--- src/rtl/regfile_pkg.sv ---
// Shared definitions for the integer and FP register files.
// Holds the default geometry, address/data typedefs built from it and the
// hardwired-zero register address.
package regfile_pkg;

  localparam int XLEN_DEF = 32;
  localparam int NREG_DEF = 32;
  localparam int AW_DEF   = $clog2(NREG_DEF);

  typedef logic [AW_DEF-1:0]   rf_addr_t;
  typedef logic [XLEN_DEF-1:0] rf_data_t;

  localparam rf_addr_t REG_ZERO = '0;

endpackage

--- src/rtl/regfile_scoreboard.sv ---
// Per-register busy scoreboard tracking in-flight producers.
// Ports:
//   clk, rst_n       clock, asynchronous active-low reset (clears all bits)
//   rsv_en, rsv_addr mark a register busy for an issuing instruction
//   wr_en, wr_addr   writeback lanes; a completing write clears busy
//   flush            clear every busy bit
//   busy             current busy vector, bit 0 is always 0
// Next-state priority per register: flush, then reserve, then write, then hold.
module regfile_scoreboard
  import regfile_pkg::*;
#(
  parameter int NREG = NREG_DEF,
  parameter int NWR  = 2,
  parameter int AW   = $clog2(NREG)
) (
  input  logic              clk,
  input  logic              rst_n,
  input  logic              rsv_en,
  input  logic [AW-1:0]     rsv_addr,
  input  logic [NWR-1:0]    wr_en,
  input  logic [NWR*AW-1:0] wr_addr,
  input  logic              flush,
  output logic [NREG-1:0]   busy
);

  logic [NREG-1:0] busy_nxt;
  logic            wr_hit;

  always_comb begin
    busy_nxt = busy;
    wr_hit   = 1'b0;
    for (int r = 1; r < NREG; r++) begin
      wr_hit = 1'b0;
      for (int j = 0; j < NWR; j++) begin
        if (wr_en[j] && (wr_addr[j*AW +: AW] == AW'(r))) wr_hit = 1'b1;
      end
      if (flush) begin
        busy_nxt[r] = 1'b0;
      end else if (rsv_en && (rsv_addr == AW'(r))) begin
        // A new producer outranks a write completing in the same cycle.
        busy_nxt[r] = 1'b1;
      end else if (wr_hit) begin
        busy_nxt[r] = 1'b0;
      end
    end
    // Register 0 never has a producer, so a reserve of it is dropped here.
    busy_nxt[0] = 1'b0;
  end

  always_ff @(posedge clk or negedge rst_n) begin
    if (!rst_n) busy <= '0;
    else        busy <= busy_nxt;
  end

endmodule

--- src/rtl/regfile_mp.sv ---
// Parametrised multi-port register file with hardwired-zero x0, same-cycle
// write-to-read bypass and a busy scoreboard.
// Ports:
//   clk_i, rst_n_i   clock, asynchronous active-low reset (clears data and busy)
//   rd_addr_i        NRD read addresses, port k at [k*AW +: AW]
//   rd_data_o        NRD combinational read data, port k at [k*XLEN +: XLEN]
//   rd_busy_o        per read port: addressed register has an outstanding producer
//   wr_en_i, wr_addr_i, wr_data_i   NWR writeback lanes, highest index wins
//   rsv_en_i, rsv_addr_i            reserve a destination register
//   flush_i          clear all busy bits, data kept
// There is no handshake: every enable is qualified per cycle.
module regfile_mp
  import regfile_pkg::*;
#(
  parameter  int XLEN = XLEN_DEF,
  parameter  int NREG = NREG_DEF,
  parameter  int NRD  = 2,
  parameter  int NWR  = 2,
  localparam int AW   = $clog2(NREG)
) (
  input  logic                clk_i,
  input  logic                rst_n_i,
  input  logic [NRD*AW-1:0]   rd_addr_i,
  output logic [NRD*XLEN-1:0] rd_data_o,
  output logic [NRD-1:0]      rd_busy_o,
  input  logic [NWR-1:0]      wr_en_i,
  input  logic [NWR*AW-1:0]   wr_addr_i,
  input  logic [NWR*XLEN-1:0] wr_data_i,
  input  logic                rsv_en_i,
  input  logic [AW-1:0]       rsv_addr_i,
  input  logic                flush_i
);

  localparam logic [AW-1:0] ZERO_ADDR = AW'(REG_ZERO);

  logic [XLEN-1:0] mem [NREG];
  logic [NREG-1:0] busy;
  logic [AW-1:0]   wr_addr [NWR];
  logic [XLEN-1:0] wr_data [NWR];

  for (genvar j = 0; j < NWR; j++) begin : g_wr
    assign wr_addr[j] = wr_addr_i[j*AW +: AW];
    assign wr_data[j] = wr_data_i[j*XLEN +: XLEN];
  end

  // Lanes are applied in ascending order, so the highest-index lane that
  // targets an address lands last and wins.
  always_ff @(posedge clk_i or negedge rst_n_i) begin
    if (!rst_n_i) begin
      for (int r = 0; r < NREG; r++) mem[r] <= '0;
    end else begin
      for (int j = 0; j < NWR; j++) begin
        if (wr_en_i[j] && (wr_addr[j] != ZERO_ADDR)) mem[wr_addr[j]] <= wr_data[j];
      end
    end
  end

  regfile_scoreboard #(
    .NREG (NREG),
    .NWR  (NWR),
    .AW   (AW)
  ) u_scoreboard (
    .clk      (clk_i),
    .rst_n    (rst_n_i),
    .rsv_en   (rsv_en_i),
    .rsv_addr (rsv_addr_i),
    .wr_en    (wr_en_i),
    .wr_addr  (wr_addr_i),
    .flush    (flush_i),
    .busy     (busy)
  );

  for (genvar k = 0; k < NRD; k++) begin : g_rd
    logic [AW-1:0]   addr;
    logic [XLEN-1:0] data;
    logic            bsy;

    assign addr = rd_addr_i[k*AW +: AW];

    always_comb begin
      data = mem[addr];
      bsy  = busy[addr];
      // Bypass: a write in flight this cycle supplies the value and means
      // the producer has completed.
      for (int j = 0; j < NWR; j++) begin
        if (wr_en_i[j] && (wr_addr[j] == addr)) begin
          data = wr_data[j];
          bsy  = 1'b0;
        end
      end
      // x0 reads zero; during reset nothing, including the bypass, leaks out.
      if (!rst_n_i || (addr == ZERO_ADDR)) begin
        data = '0;
        bsy  = 1'b0;
      end
    end

    assign rd_data_o[k*XLEN +: XLEN] = data;
    assign rd_busy_o[k]              = bsy;
  end

endmodule

--- config.mk ---
export PLATFORM = sky130hd
export DESIGN_NAME = regfile_mp
export DESIGN_NICKNAME = d
export VERILOG_FILES = /design/src/rtl/regfile_pkg.sv /design/src/rtl/regfile_scoreboard.sv /design/src/rtl/regfile_mp.sv
export SDC_FILE = /design/constraint.sdc
export NUM_CORES = 2
export LEC_CHECK = 0
export ABC_AREA = 1
export CORE_UTILIZATION = 25
export DETAILED_ROUTE_END_ITERATION = 10
export DONT_BUFFER_PORTS = 1
export GPL_ROUTABILITY_DRIVEN = 1
export PLACE_DENSITY = 0.35
export SYNTH_ARGS = -nofsm -noshare
export SYNTH_HDL_FRONTEND = slang
export SYNTH_SLANG_ARGS = --single-unit
export TNS_END_PERCENT = 1
--- constraint.sdc ---
create_clock -name clk_i -period 2.8 [get_ports clk_i]
set_input_delay 0.28 -clock clk_i [delete_from_list [all_inputs] [get_ports clk_i]]
set_output_delay 0.28 -clock clk_i [all_outputs]
set_load 0.01 [all_outputs]
== Word level (Yosys, flattened, before mapping) ==
Cells that the tools add are included.

* Word-level logic and storage cells: 496
* Latch bits: 0
* Memory bits (writable): 0
* Input bits: 95
* Bits in registers: 1055
* Output and inout bits: 66
* Bits in read-only memories: 0
* Memories: 0

* Shifts and indexed selects: 0
* Order comparisons: 8
* Reduce and logical (&&, ||, !) cells: 139
* Add/sub/neg operators: 0
* Divide/modulo/power cells: 0
* Bitwise gates (word level): 4
* Equal/unequal tests: 97
* Multiplexer cells: 185
* Multiply operators: 0

{| class="wikitable"
|+ Operator list
! cell !! count
|-
| $bwmux W1024 || 2
|-
| $mux W1024 || 2
|-
| $mux W32 || 12
|-
| $bmux W32 S5 || 2
|-
| $demux W32 S5 || 2
|-
| $eq A5 B5 Y1 const B || 48
|-
| $mux W1 || 163
|-
| $eq A5 B4 Y1 const B || 24
|-
| $logic_and A1 B1 Y1 || 101
|-
| $reduce_bool A3 Y1 || 31
|-
| $eq A5 B3 Y1 const B || 12
|-
| $eq A5 B2 Y1 const B || 6
|-
| $ge A6 B6 Y1 const B || 4
|-
| $not A5 Y6 || 4
|-
| $eq A5 B5 Y1 || 4
|-
| $eq A5 B1 Y1 const B || 3
|-
| $lt A5 B6 Y1 const B || 2
|-
| $lt A6 B1 Y1 const B || 2
|-
| $bmux W1 S5 || 2
|-
| $logic_not A5 Y1 || 2
|-
| $reduce_bool A5 Y1 || 2
|-
| $logic_or A1 B1 Y1 || 2
|-
| $logic_not A1 Y1 || 1
|}

== Logic depth before layout (Yosys ltp) ==
* Depth after elaboration: 9
* Gate-level depth with buffers: 14
* Depth with buffers taken out: 12

== Hierarchy ==
Synthesis repeated with hierarchy kept, for this count alone.

* Cell total of the unflattened synthesis: 10735
* Area, all modules: 70532.6 µm²

{| class="wikitable"
|+ By module, submodules not included
! module !! sequential area each (µm²) !! cells an instance !! times used !! area an instance (µm²)
|-
| regfile_mp || 25624.6 || 10455 || 1 || 68614.6
|-
| regfile_scoreboard || 775.7 || 280 || 1 || 1918.1
|}

== Worst setup path before layout ==
OpenSTA, ideal clock, no wires.

* Path type: input-to-output
* From: in rd_addr_i[0]
* To: out rd_data_o[0]
* Stages on the path: 13
* Path slack: 769 ps
* Arrival: 1751 ps
* Path buffers: 4
* Required time: 2520 ps
* Path through: buf_2 > buf_4 > clkinv_2 > buf_2 > clkbuf_1 > nand2_1 > nand3_1 > nand3_1 > nand3_1 > nand3_1 > nand2_1 > nand2_1 > a21oi_1

* Cells in the longest elaborated chain, start to end: 7
* Elaborated cells on any way between the ends: 13
* Classes of those cells: 2 x eq/ne; 6 x mux; 1 x bitwise; 4 x reduce/logical

{| class="wikitable"
|+ RTL lines
! item !! line !! text
|-
| from (decl) || regfile_mp.sv:23 || <nowiki>input logic [NRD*AW-1:0] rd_addr_i,</nowiki>
|-
| $not A5 Y6 (implied by the code) || regfile_mp.sv:81 || <nowiki>data = mem[addr];</nowiki>
|-
| $bmux W32 S5 || regfile_mp.sv:81 ||
|-
| $mux W32 (implied by the code) (2 in series) || regfile_mp.sv:81 ||
|-
| $mux W32 (2 in series) || regfile_mp.sv:86 || <nowiki>if (wr_en_i[j] && (wr_addr[j] == addr)) begin</nowiki>
|-
| $mux W32 * || regfile_mp.sv:92 || <nowiki>if (!rst_n_i || (addr == ZERO_ADDR)) begin</nowiki>
|-
| to (decl) || regfile_mp.sv:24 || <nowiki>output logic [NRD*XLEN-1:0] rd_data_o,</nowiki>
|}

Every way passes the cells marked *; elsewhere a longest branch is shown, timed or not. The select of a mux whose other input is x is not followed.

== Worst setup path after layout ==
* From: in rd_addr_i[0]
* To: out rd_data_o[7]

Same word-level chain as after synthesis.

==> impl_metrics.json <==
{
  "drt_wl_total_um": 489000,
  "p_leak_nw": 37.2,
  "start_util_pct": 25.2,
  "switchingPower_mw": 20.3,
  "pre_cts_ws_ns": -1.26,
  "wire_per_inst_um": 34.6,
  "clkPwrFrac_pct": 35.4,
  "ys_warn_count": 0,
  "ys_types": 35,
  "setup-violations-final": 66,
  "fin_skew_ns": 0,
  "first_global_vias": 74687,
  "min_path_type": "input pin to async pin",
  "synthesis.area_um2": 69200,
  "overflow": 0,
  "crit_fanout": 710,
  "switching_share_pct": 35.6,
  "drtPass1Iterations": 6,
  "r2r_cells": 5,
  "gp_congestion": 0.905,
  "regToRegSetupSlack_ns": 1.41,
  "cts_buffers": 157,
  "row_count": 192,
  "regToRegStartpoint": "mem[957]$_DFF_PN0_",
  "cts_tree": "done",
  "final_area_um2": 83500,
  "critPathLaunchType": "input pin",
  "rsz0062_at_grt": "true",
  "grt_antenna_before_repair": 52,
  "grt_first_pass_wirelength_um": 652000,
  "clkSinkCount": 1055,
  "min_period_over_period_pct": 127,
  "area_growth_pct": 20.7,
  "p_comb_share_pct": 25.9,
  "h-tree-depth": 4,
  "via_per_inst": 5.79,
  "first_iter_violations": 10720,
  "path_class": "input pin to output pin",
  "hold_violations": 13,
  "mostFrequentLayoutCells": "nand2_1 (2746), o21ai_0 (1302), dfrtp_1 (1054)",
  "io_buffers": 0,
  "syn_area_per_cell_um2": 6.56,
  "maxCapViolations": 0,
  "crit_required_ns": 2.52,
  "status": "finished with violations",
  "route.detailed.drc": 0,
  "grt_max_degree": 711,
  "root_buffer": "clkbuf_16",
  "synth_seq_area_share_pct": 38.2,
  "post-route-min-period_ns": 3.56,
  "r2r_end": "mem[957]$_DFF_PN0_",
  "insertion_delay_ns": 0.83,
  "slew_headroom_pct": -17.0,
  "die_h_um": 528,
  "p_int_mw": 36.7,
  "cp.arrival_ns": 3.28,
  "place_area_um2": 75500,
  "drive_gt1_share_pct": 9.80,
  "clk_pin_slew_ns": 0.05,
  "synth_nets": 10645,
  "place_hpwl_um": 283000,
  "postLayoutSetupSlackWorst_ns": -0.763,
  "die_width_um": 528,
  "ios": 161,
  "setup_tns_ns": -27.69,
  "violations": "negative hold slack, max-slew violations, negative setup slack",
  "cts_buffer_depth": 4,
  "report.final.slew_viol_count": 208,
  "fmax_mhz": 281,
  "mostFrequentLayoutCell": "nand2_1",
  "end_kind": "output pin",
  "fin_nets": 10411,
  "ir_drop_mv": 0.432,
  "synthCells": 10550,
  "track_usage_pct": 33.5,
  "synth_seq_cells": 1055,
  "worstMarginPinSlew_ns": 1.76,
  "p_per_area_nw_per_um2": 682,
  "vias": 81825,
  "postRouteAntennaNets": 0,
  "dieArea_um2": 279000,
  "pwr-share-seq_pct": 38.7,
  "core_area_um2": 274000,
  "hold_slack_ns": -0.00903
}
==> critical path, stage by stage <==
cell and delay (ns):
clkinv_16 0.35, buf_16 0.19, buf_4 0.19, clkbuf_16 0.21, nand2_1 0.07, nand3_1 0.07, nand3_1 0.15, nand3_2 0.21
nand3_1 0.11, nand2_2 0.13, nand2_1 0.12, a21oi_1 0.19, buf_4 0.14
==> cell usage after synthesis (all sizes together) <==
cell	instances	share of area [%]
xor2	2	0.025
a211oi	90	0.98
o21ai	1330	9.6
nor2	1015	5.6
xnor2	2	0.025
clkbuf	726	3.9
o22ai	316	2.9
nand3	1096	8.0
o21a	72	0.78
nand4	18	0.16
nand2	2816	15
a21oi	952	6.9
inv	440	2.4
a22oi	18	0.20
nor3	13	0.11
clkinv	19	0.10
o211ai	205	2.2
and3	3	0.027
buf	336	2.3
a31oi	17	0.15
o221ai	9	0.11
dfrtp	1055	38
==> sequential cells by signal, summed over array words and instances (netlist names) <==
name,cells
mem,1024
u_scoreboard.busy,31
==> final cells by class <==
type,count,area (µm²)
clock buffer,234,4580
inverter,459,1790
fill,29993,191000
clock inverter,27,300
timing repair buffer,669,8290
tap,3686,4610
antenna,28,70.1
sequential,1055,26400
multi-input combinational,7974,37500
==> how the worst max path moves through the flow <==
stage                  startpoint             to  slack, ns
2_1_floorplan        rd_addr_i[0]   rd_data_o[0]       0.77
3_3_place_gp              rst_n_i   rd_busy_o[1]      -1.23
3_5_place_dp              rst_n_i   rd_busy_o[1]      -1.26
4_1_cts        mem[362]$_DFF_PN0_  rd_data_o[10]      -0.04
5_1_grt              rd_addr_i[5]  rd_data_o[60]      -0.41
6_report             rd_addr_i[0]   rd_data_o[7]      -0.76
==> repair_timing <==
item                        CTS  global route
pin swaps                     1             8
setup endpoints to repair   176            68
hold endpoints to repair   1398             0
buffers inserted              2            13
gates cloned                  7            16
hold buffers                122             0
gates resized for setup      43           128
==> cell families after synthesis <==
group,synth area share (%)
xor+xnor,0.0507
simple gates,29.2
flops,38.2
buf+inv,8.76
compound gates,23.8
==> through the flow <==
stage	cells	total power, mW	util [%]
final	14132	56.9	30.4
after global routing	14123	59.9	30.4
after CTS	14073	56.5	30.0
after detailed placement	13681	35.5	27.5
after global placement	13680	35.3	27.5
after floorplan	10550	30.9	-
==> per-layer routing <==
layer / GRT usage [%] / vias to the layer above / part of all wire [%]
li1: - / 34931 / -
met1: 44.5 / 41043 / 42
met2: 51.4 / 4771 / 43
met3: 6.31 / 1066 / 8.6
met4: 17.6 / 14 / 5.8
met5: 0 / - / 0.018
==> power groups by stage <==
stage,logic [mW],clock network [mW],registers [mW]
floorplan,9.63,0,21.3
global placement,13.1,0,22.1
detailed placement,13.3,0,22.2
CTS,14.1,20.4,22.0
global route,16.4,20.9,22.6
finish,14.7,20.1,22.1
Power figures use the tool's default switching activity.
